### config.mk
export PLATFORM = sky130hd
export DESIGN_NAME = evm_poll_controller
export DESIGN_NICKNAME = d
export VERILOG_FILES = /design/src/rtl/evm_poll_controller.sv
export SDC_FILE = /design/constraint.sdc
export NUM_CORES = 1
export LEC_CHECK = 0
export ABC_AREA = 1
export BUFFER_PORTS_ARGS = -buffer_cell sky130_fd_sc_hd__buf_2
export CELL_PAD_IN_SITES_DETAIL_PLACEMENT = 2
export CELL_PAD_IN_SITES_GLOBAL_PLACEMENT = 2
export CORE_MARGIN = 4
export CORE_UTILIZATION = 36
export CTS_CLUSTER_SIZE = 16
export DETAILED_ROUTE_END_ITERATION = 16
export PLACE_DENSITY_LB_ADDON = 0.1
export SYNTH_ARGS = -nofsm -noshare
export SYNTH_HDL_FRONTEND = slang
export SYNTH_SLANG_ARGS = --single-unit
### constraint.sdc
create_clock -name clk -period 4.27 [get_ports clk]
set_input_delay 0.6405 -clock clk [delete_from_list [all_inputs] [get_ports clk]]
set_output_delay 0.6405 -clock clk [all_outputs]
set_load 0.005 [all_outputs]
### src/rtl/evm_poll_controller.sv
// Election core for the EVM: per-candidate vote counters, per-voter voted flags,
// poll FSM and a sequential winner scan. Optional tie flag when EVM_TIE_DETECT_EN is defined.
//
//   state   | meaning
//   --------+------------------------------------------------------------
//   S_IDLE  | after reset, no poll yet; votes nacked
//   S_OPEN  | poll running; votes evaluated and counted
//   S_TALLY | scanning one candidate per cycle for the maximum
//   S_DONE  | winner/max_votes registered and valid; votes nacked
module evm_poll_controller #(
    parameter int N_CAND  = 3,
    parameter int N_VOTER = 4,
    parameter int CAND_W  = 4,
    parameter int VOTER_W = 4,
    parameter int CNT_W   = 4
) (
    input  logic               clk,
    input  logic               rst_n,
    input  logic               open_poll,
    input  logic               close_poll,
    input  logic               vote_cast,
    input  logic [VOTER_W-1:0] voter_id,
    input  logic [CAND_W-1:0]  candidate_number,
    output logic               vote_ack,
    output logic               vote_nack,
    output logic [1:0]         poll_state,
    output logic [CNT_W-1:0]   total_votes,
    output logic [CAND_W-1:0]  winner,
    output logic [CNT_W-1:0]   max_votes,
    output logic               winner_valid
`ifdef EVM_TIE_DETECT_EN
    ,
    output logic               tie
`endif
);

    typedef enum logic [1:0] {
        S_IDLE  = 2'b00,
        S_OPEN  = 2'b01,
        S_TALLY = 2'b10,
        S_DONE  = 2'b11
    } state_t;

    state_t state, state_nxt;

    logic [CNT_W-1:0]   cnt [N_CAND];
    logic [N_VOTER-1:0] voted;
    logic [CAND_W-1:0]  scan_idx;
    logic [CAND_W-1:0]  best_idx;
    logic [CNT_W-1:0]   best_val;

    logic [N_CAND-1:0]  cand_hit;
    logic [N_VOTER-1:0] voter_hit;
    logic               cand_full;
    logic               vote_ok;
    logic               enter_open;

    logic [CNT_W-1:0]   scan_val;
    logic               scan_last;
    logic               take;
    logic [CNT_W-1:0]   best_val_nxt;
    logic [CAND_W-1:0]  best_idx_nxt;

    // Decoding by equality against each legal index also rejects out-of-range ids.
    always_comb begin
        cand_hit  = '0;
        voter_hit = '0;
        cand_full = 1'b0;
        for (int i = 0; i < N_CAND; i++) begin
            cand_hit[i] = (candidate_number == CAND_W'(i));
            if (cand_hit[i] && (cnt[i] == {CNT_W{1'b1}}))
                cand_full = 1'b1;
        end
        for (int v = 0; v < N_VOTER; v++)
            voter_hit[v] = (voter_id == VOTER_W'(v));
        vote_ok = vote_cast && (state == S_OPEN) && (|cand_hit) && (|voter_hit)
                  && !(|(voter_hit & voted)) && !cand_full;
    end

    assign enter_open = open_poll && ((state == S_IDLE) || (state == S_DONE));

    always_comb begin
        scan_val = '0;
        for (int i = 0; i < N_CAND; i++)
            if (scan_idx == CAND_W'(i))
                scan_val = cnt[i];
        scan_last = (scan_idx == CAND_W'(N_CAND - 1));
        // Strictly-greater replacement keeps the lowest index on ties.
        take         = (scan_idx == '0) || (scan_val > best_val);
        best_val_nxt = take ? scan_val : best_val;
        best_idx_nxt = take ? scan_idx : best_idx;
    end

`ifdef EVM_TIE_DETECT_EN
    logic tie_nxt;
    logic eq_seen;

    always_comb begin
        tie_nxt = 1'b0;
        eq_seen = 1'b0;
        for (int i = 0; i < N_CAND; i++) begin
            if (cnt[i] == best_val_nxt) begin
                if (eq_seen)
                    tie_nxt = 1'b1;
                eq_seen = 1'b1;
            end
        end
    end
`endif

    always_comb begin
        state_nxt = state;
        case (state)
            S_IDLE:  if (open_poll)  state_nxt = S_OPEN;
            S_OPEN:  if (close_poll) state_nxt = S_TALLY;
            S_TALLY: if (scan_last)  state_nxt = S_DONE;
            S_DONE:  if (open_poll)  state_nxt = S_OPEN;
            default: state_nxt = S_IDLE;
        endcase
    end

    always_ff @(posedge clk) begin
        if (!rst_n) begin
            state       <= S_IDLE;
            voted       <= '0;
            total_votes <= '0;
            winner      <= '0;
            max_votes   <= '0;
            best_idx    <= '0;
            best_val    <= '0;
            scan_idx    <= '0;
            vote_ack    <= 1'b0;
            vote_nack   <= 1'b0;
            for (int i = 0; i < N_CAND; i++)
                cnt[i] <= '0;
`ifdef EVM_TIE_DETECT_EN
            tie         <= 1'b0;
`endif
        end else begin
            state     <= state_nxt;
            vote_ack  <= vote_ok;
            vote_nack <= vote_cast && !vote_ok;
            scan_idx  <= (state == S_TALLY) ? scan_idx + CAND_W'(1) : '0;

            if (enter_open) begin
                voted       <= '0;
                total_votes <= '0;
                winner      <= '0;
                max_votes   <= '0;
                best_idx    <= '0;
                best_val    <= '0;
                for (int i = 0; i < N_CAND; i++)
                    cnt[i] <= '0;
`ifdef EVM_TIE_DETECT_EN
                tie         <= 1'b0;
`endif
            end else if (vote_ok) begin
                voted       <= voted | voter_hit;
                total_votes <= total_votes + CNT_W'(1);
                for (int i = 0; i < N_CAND; i++)
                    if (cand_hit[i])
                        cnt[i] <= cnt[i] + CNT_W'(1);
            end

            if (state == S_TALLY) begin
                best_val <= best_val_nxt;
                best_idx <= best_idx_nxt;
                if (scan_last) begin
                    winner    <= best_idx_nxt;
                    max_votes <= best_val_nxt;
`ifdef EVM_TIE_DETECT_EN
                    tie       <= tie_nxt;
`endif
                end
            end
        end
    end

    assign poll_state   = state;
    assign winner_valid = (state == S_DONE);

endmodule

## Word-level counts from Yosys, hierarchy flattened

Memory sizes are Yosys's and may differ from the RTL's.
Cells that the tools add are included.

- Register bits: 32
- Output and inout bits: 17
- Memories: 1
- RAM bits: 12

- Bitwise operators: 9
- Equality and inequality tests: 16
- $lt $le $gt $ge: 1
- Add/sub/neg operators: 5
- Mux-type cells: 46
- Reductions and logical operators: 27

Memories:

| name | depth | width | rd ports | clocked after memory_dff | write ports | line | source |
|---|---|---|---|---|---|---|---|
| cnt | 3 | 4 | 3 | 0 | 3 | 46 | `logic [CNT_W-1:0] cnt [N_CAND];` |

Operators by type and width:

| cell | number |
|---|---|
| 2-to-1 mux 4 bit | 20 |
| 2-to-1 mux 1 bit | 22 |
| adder 4 x 1 -> 4 bit (second input constant) | 5 |
| equality test 4 x 2 -> 1 bit (second input constant) | 4 |
| equality test 4 x 1 -> 1 bit (second input constant) | 3 |
| equality test 4 bit (second input constant) | 3 |
| zero test 4 bit | 3 |
| logical AND 1 bit | 10 |
| OR reduction 4 bit | 2 |
| 2-to-1 mux 2 bit | 3 |
| bitwise OR 1 bit | 6 |
| case mux 2 bit (3 select lines) | 1 |
| AND 4 bit | 1 |
| equality test 2 bit (second input constant) | 2 |
| > comparator 4 bit | 1 |
| != test 2 bit (second input constant) | 2 |
| bitwise OR 4 bit | 1 |
| OR reduction 2 bit | 2 |
| zero test 1 bit | 3 |
| AND reduction 3 bit | 1 |
| OR reduction 3 bit | 1 |
| equality test 2 x 1 -> 1 bit (second input constant) | 1 |
| zero test 2 bit | 1 |
| logical OR 1 bit | 2 |
| 4 further kinds | 4 |

## Depth between registers and ports, before layout

Gate-level depths: netlist of run 1.

- Depth after elaboration: 12
- Mapped depth: 21

## Worst setup path after synthesis of run 1

No wires, ideal clock.

- Kind: register to register
- Start: register scan_idx[0]
- End: register max_votes[3]
- Library setup time: 109 ps
- Arrival time: 2109 ps
- Cell stages (with the launch flop): 19
- Slack: 2052 ps
- Data required time: 4161 ps
- Period minus slack after synthesis: 2218 ps
- Path through: dfxtp_1 inv_1 ha_1 inv_1 nor2_1 nand3_1 a21oi_1 ha_1 nand2_1 inv_1 nand2_1 nand2_1 nand2_1 nand2_1 buf_4 nand2_1 nand3_1 nand2_1 inv_1

- Cells in the longest elaborated chain, start to end: 9
- Elaborated cells between the ends (all ways): 11
- Those cells by class: order compare (1); eq/ne (2); mux (6); reduce/logical (2)

RTL lines:

| what | line | source |
|---|---|---|
| start: declaration | 48 | `logic [CAND_W-1:0] scan_idx;` |
| start signal: assignment | 143 | `scan_idx <= (state == S_TALLY) ? scan_idx + CAND_W'(1) : '0;` |
| zero test 4 bit | 85, 89 |  |
| 2-to-1 mux 4 bit (3 in a row) | 85 | `if (scan_idx == CAND_W'(i))` |
| > comparator 4 bit | 89 | `take = (scan_idx == '0) \|\| (scan_val > best_val);` |
| logical OR 1 bit | 89 |  |
| 2-to-1 mux 4 bit | 90 | `best_val_nxt = take ? scan_val : best_val;` |
| 2-to-1 mux 4 bit (*) | 168 | `if (scan_last) begin` |
| 2-to-1 mux 4 bit (*) | 165 | `if (state == S_TALLY) begin` |
| end signal: assignment | 170 | `max_votes <= best_val_nxt;` |
| end: declaration | 29 | `output logic [CNT_W-1:0] max_votes,` |

Mark *: on every way between the ends. The rest lies on a longest branch, timed or not.
A chain may end at the register's enable or synchronous reset.

## Worst setup path after layout of run 1

- Start: register scan_idx[0]
- End: register max_votes[0]

The elaborated chain is that of the path after synthesis.

==> flow_summary.json, run 1 <==
{
  "grt_pass1_vias": 2412,
  "place.gp.congestion": 0.838,
  "start_kind": "register",
  "hold_buffers": 0,
  "p_leak_nw": 1.30,
  "dpl_worst_slack_ns": 1.38,
  "whs_ns": 0.459,
  "via_per_inst": 5.04,
  "die_y_um": 90.7,
  "synthCells": 326,
  "layout-drive-gt1-share_pct": 16.1,
  "place_inst": 430,
  "power_mw": 1.13,
  "die_w_um": 90.7,
  "crit_type": "register to register",
  "synthTopCellsByArea": "dfxtp_1, edfxtp_1, nand2_1, nand3_1, ha_1",
  "yosysWarnings": 0,
  "antennaDiodeCount": 0,
  "ff_latch_area_um2": 1000,
  "post-route-drc-count": 0,
  "grt_overflow": 0,
  "fill_cells": 780,
  "wl_mm": 7.10,
  "grt_pass1_wl_mm": 12.0,
  "firstDrtPassIters": 4,
  "synth_top_area_share_pct": 26.0,
  "vdd_drop_max_mv": 0.138,
  "fin_ws_ns": 1.34,
  "arrival_ns": 3.13,
  "finalSetupViolations": 0,
  "cp.required_ns": 4.47,
  "cts-root-buf": "clkbuf_8",
  "synthesis.area_um2": 2460,
  "dp_hpwl_mm": 5.65,
  "drv_slew": 0,
  "rows": 29,
  "vias": 2206,
  "hp-class": "register to register",
  "ant_nets": 0,
  "cts_setup_buffers": 0,
  "grt_max_degree": 15,
  "antenna_found_initial": 0,
  "worst_pin_slew_ns": 0.951,
  "max_slew_margin_pct": 36.1,
  "dieArea_um2": 8230,
  "tns_ns": 0,
  "fin_cells": 438,
  "synth_cell_types": 25,
  "start_util_pct": 37.9,
  "clkLatencyLatePin_ns": 0.30,
  "clk_pin_slew_ns": 0.08,
  "fin_crit_ns": 2.93,
  "ys_seq_area_share_pct": 40.6,
  "drt-wirelength-per-cell_um": 16.2,
  "cts_resized": 0,
  "rsz0062_at_grt": "false",
  "cts_tree": "built",
  "fmax_mhz": 341,
  "powerDensity_nw_per_um2": 406,
  "port_buffers": 29,
  "grt_use_total_pct": 18.1,
  "clock_path_buffers": 2,
  "drt_iter0_markers": 50,
  "synth_largest_area_cell": "dfxtp_1",
  "core_area_um2": 6490,
  "clock_skew_ns": 0.00860,
  "final_nets": 388,
  "avgSynthCellArea_um2": 7.56,
  "endpoint_kind": "register",
  "synth_seq_cells": 44,
  "synth_nets": 354,
  "finalHoldViolCount": 0,
  "final.period_utilization_pct": 68.6,
  "cts_sinks": 44,
  "syn_to_final_growth_pct": 12.4,
  "cts_made_buffers": 5,
  "cts.htree.levels": 2,
  "multi_input_area_um2": 1250,
  "cp_max_fo": 14,
  "status": "finished, final reports clean",
  "num_io_pins": 30,
  "max_cap_violations": 0
}
[placed cells by master, fill, tap and decap left out, types with 2 or more instances in the layout]
| cell type | synthesis | routed |
|---|---|---|
| ha_1 | 15 | 15 |
| nand4_1 | 5 | 5 |
| xor2_1 | 4 | 4 |
| nor3_1 | 4 | 4 |
| nand2_1 | 80 | 80 |
| o21ai_1 | 4 | 4 |
| nor2_2 | 9 | 9 |
| xnor2_1 | 5 | 5 |
| nand2_2 | 2 | 2 |
| nor2_4 | 7 | 7 |
| o21ai_0 | 13 | 13 |
| dfxtp_1 | 32 | 32 |
| inv_1 | 48 | 48 |
| nand3_1 | 40 | 40 |
| edfxtp_1 | 12 | 12 |
| buf_2 | 0 | 29 |
| nor2_1 | 19 | 19 |
| nand3b_1 | 2 | 2 |
| a21oi_1 | 18 | 18 |
| clkbuf_8 | 0 | 5 |
[path summary, 6_finish.rpt]
check	from	to	cells past startpoint	slack, ns
max	scan_idx[0]$_SDFF_PN0_	max_votes[0]$_SDFF_PN0_	15	1.34
max reg2reg	scan_idx[0]$_SDFF_PN0_	max_votes[0]$_SDFF_PN0_	15	1.34
min reg2reg	best_idx[0]$_SDFFE_PN0P_	best_idx[0]$_SDFFE_PN0P_	2	0.46
min	best_idx[0]$_SDFFE_PN0P_	best_idx[0]$_SDFFE_PN0P_	2	0.46
[area by class of cell]
| type | count | area share [%] |
|---|---|---|
| tap | 77 | 3.48 |
| sequential | 44 | 36.1 |
| clock buffer | 6 | 2.62 |
| clock inverter | 2 | 0.407 |
| timing repair buffer | 29 | 5.24 |
| multi-input combinational | 230 | 45.3 |
| inverter | 50 | 6.82 |
[logic make-up after synthesis]
family	Yosys count	share of synthesized area [%]
compound gates	35	7.11
buf+inv	52	8.43
xor+xnor	9	3.20
flops	44	40.6
fa+ha+maj	15	7.62
simple gates	171	33.0
[power by group]
| part | switching, mW | total, mW | leakage (nW) | internal (mW) |
|---|---|---|---|---|
| Clock | 0.144 | 0.257 | 0.0388 | 0.114 |
| Sequential | 0.0460 | 0.521 | 0.388 | 0.475 |
| Combinational | 0.238 | 0.347 | 0.874 | 0.109 |
[per-stage QoR]
step | util [%] | instance area (µm²)
2_1_floorplan | - | 2460
3_3_place_gp | 41.4 | 2690
3_5_place_dp | 41.4 | 2690
4_1_cts | 42.7 | 2770
5_1_grt | 42.7 | 2770
6_report | 42.7 | 2770
[flip-flops by register name (all words and copies together) (netlist names)]
signal and cells:
voted 4, max_votes 4, total_votes 4, vote_nack 1
winner 4, cnt 12, best_val 4, vote_ack 1
best_idx 4, poll_state 2, scan_idx 4
[worst max-delay path, cell delays in order (launching register included)]
cell	delay (ns)
dfxtp_1	0.36
inv_1	0.13
ha_1	0.20
inv_1	0.05
nor2_1	0.25
nand3_1	0.12
a21oi_1	0.25
ha_1	0.29
a21oi_1	0.19
nand2_1	0.10
nand2_1	0.11
nand2_1	0.28
nand2_1	0.23
nand3_1	0.14
nand2_1	0.09
inv_1	0.03
[per-layer routing]
layer / part of all wire, % / global-route usage (%) / up-vias
li1: - / - / 1113
met4: 0.99 / 4.21 / 0
met5: 0 / 0 / -
met1: 50 / 24.4 / 1061
met2: 47 / 30.4 / 26
met3: 2.3 / 2.75 / 6
[synth_stat cells (all sizes together)]
cell type / count
clkinv: 1
a21oi: 18
edfxtp: 12
nor3: 4
nand2: 83
inv: 49
dfxtp: 32
xor2: 4
nand4: 5
ha: 15
or2: 1
xnor2: 5
nand3b: 2
o21ai: 17
nand3: 41
nor2: 35
buf: 2
Power figures use the tool's default switching activity.
==> inputs of run 2 (changes only) <==
Settings changed: CORE_UTILIZATION 36 to 30.
Clock period 4.27 ns to 2.5 ns, I/O delays scaled along.
==> run 2 against run 1 <==
Routed wire length grew 9.7%. Final cell count grew 12%. Die area grew 18%. Largest power group unchanged. Fmax grew 25%. Largest cell class unchanged. Register-to-register slack lost 1.2 ns.
==> flow_summary.json, run 2 (synthesized netlist as in run 1, its figures left out) <==
{
  "vdd_drop_max_mv": 0.285,
  "cts_made_buffers": 5,
  "hp-start": "vote_cast",
  "grt.busiest_layer": "met2",
  "dp_hpwl_mm": 5.88,
  "reg2reg_slack_ns": 0.16,
  "max_cap_violations": 0,
  "tns_ns": 0,
  "regMostFlops": "cnt",
  "grt_max_degree": 14,
  "endpoint_kind": "register",
  "p_int_mw": 1.38,
  "num_io_pins": 30,
  "status": "finished, final reports clean",
  "cts_sinks": 44,
  "syn_to_final_growth_pct": 28.7,
  "post-route-drc-count": 0,
  "finalSetupViolations": 0,
  "grt_pass1_wl_mm": 13.0,
  "crit_chain": "buf_4 > ha_4 > nand2_4 > or2_4 > nand2_2 > inv_1 > ha_1 > nand2_1 > nand2_1 > nand2_1 > nand2_1 > nand2_2 > nand2_4 > buf_6 > nand2_1 > nand3_2 > nand2_1 > inv_1",
  "place.gp.congestion": 0.750,
  "final_util_pct": 40.4,
  "antenna_found_initial": 0,
  "power_mw": 2.20,
  "clkPwrFrac_pct": 23.3,
  "via_per_inst": 4.75,
  "crit_top_cell": "nand2_1",
  "vias": 2336,
  "cts.htree.levels": 2,
  "start_util_pct": 31.4,
  "gr-usage-met3_pct": 2.90,
  "fill_cells": 960,
  "cts-root-buf": "clkbuf_8",
  "die_w_um": 98.6,
  "cp-startpoint": "scan_idx[1]$_SDFF_PN0_",
  "cp.required_ns": 2.72,
  "layout-drive-gt1-share_pct": 29.0,
  "cp_slowest_cell": "dfxtp_2",
  "power_switching_uw": 815,
  "fin_cells": 492,
  "ant_nets": 0,
  "port_buffers": 29,
  "drt_iter0_markers": 68,
  "final.period_utilization_pct": 93.4,
  "combPwrFrac_pct": 36.1,
  "arrival_ns": 2.55,
  "finalHoldViolCount": 0,
  "switching_share_pct": 37.1,
  "p_leak_nw": 1.48,
  "hp-class": "input pin to register",
  "final_cell_mix": "nand2_1, inv_1, nand3_1, buf_2, dfxtp_1",
  "met2_usage_pct": 26.9,
  "use_met1_pct": 22.4,
  "grt_use_total_pct": 16.5,
  "dieArea_um2": 9730,
  "cp_max_fo": 7,
  "largest_register_ffs": 12,
  "antennaDiodeCount": 0,
  "start_kind": "register",
  "whs_ns": 0.321,
  "pwr-share-seq_pct": 40.5,
  "drt-wirelength-per-cell_um": 15.8,
  "core_area_um2": 7850,
  "mostFrequentLayoutCell": "nand2_1",
  "rr_startpoint": "scan_idx[1]$_SDFF_PN0_",
  "clkLatencyLatePin_ns": 0.31,
  "wl_mm": 7.78,
  "grt_pass1_vias": 2613,
  "cts_tree": "built",
  "clock_path_buffers": 2,
  "fmax_mhz": 428,
  "rows": 32,
  "clk_pin_slew_ns": 0.10,
  "place_inst": 480,
  "clock_skew_ns": 0.0128,
  "die_y_um": 98.6,
  "firstDrtPassIters": 4,
  "fin_crit_ns": 2.34,
  "ff_latch_area_um2": 1010,
  "final_nets": 417,
  "max_slew_margin_pct": 72.7,
  "grt_overflow": 0,
  "worst_pin_slew_ns": 0.409,
  "drv_slew": 0,
  "hold_buffers": 0,
  "slowest_delay_ns": 0.37,
  "multi_input_area_um2": 1370,
  "powerDensity_nw_per_um2": 694,
  "crit_type": "register to register"
}
-- run 2: cell count changes in the layout (fill, tap and decap cells not counted), sizes merged --
cell / delta
buf: +29
clkbuf: +2
clkinv: -1
clkinvlp: -1
-- run 2: path summary, 6_finish.rpt --
path / end / cells past startpoint
max: max_votes[3]$_SDFF_PN0_ / 18
min: vote_nack$_SDFF_PN0_ / 3
max reg2reg: max_votes[3]$_SDFF_PN0_ / 18
min reg2reg: best_val[1]$_SDFFE_PN0P_ / 2
-- run 2: timing repair --
item,in CTS,in global routing
setup buffers,1,2
gates resized for setup,6,34
pin swaps,1,9
endpoints found under the setup margin,14,16
cloned,0,1
-- run 2: power by group through the flow --
stage	Combinational (mW)	Clock [mW]	Sequential [mW]
global placement	0.700	0	0.900
finish	0.795	0.513	0.891
CTS	0.741	0.534	0.888
detailed placement	0.723	0	0.903
floorplan	0.417	0	0.882
global route	0.914	0.566	0.904
-- run 2: per-layer routing --
layer  up-vias  share of wire (%)
met5         -                  0
met4         0                1.2
met3         5                2.8
met2        30                 47
met1      1129                 49
li1       1172                  -
-- run 2: layout make-up --
| type | count | area share [%] |
|---|---|---|
| well taps | 102 | 4.03 |
| flip-flops and latches | 44 | 31.9 |
| repair buffers | 58 | 11.7 |
| clock buffers | 8 | 3.16 |
| multi-input cells | 230 | 43.2 |
| inverters | 50 | 6.04 |
-- run 2: critical path, delay by kind of cell, from the launching register on --
kind	cells	cell delay (ns)
adders and majority gates	2	0.41
DFF	1	0.37
and+or+nand+nor	12	1.12
buffers and inverters	4	0.35
-- run 2: stage by stage --
step                      cell area (µm²)  worst slack (ns)
after floorplan                      2460             0.282
after global placement               2910            0.0212
after detailed placement             2910            -0.122
after CTS                            3030            0.0150
after global routing                 3170           -0.0614
final                                3170             0.165
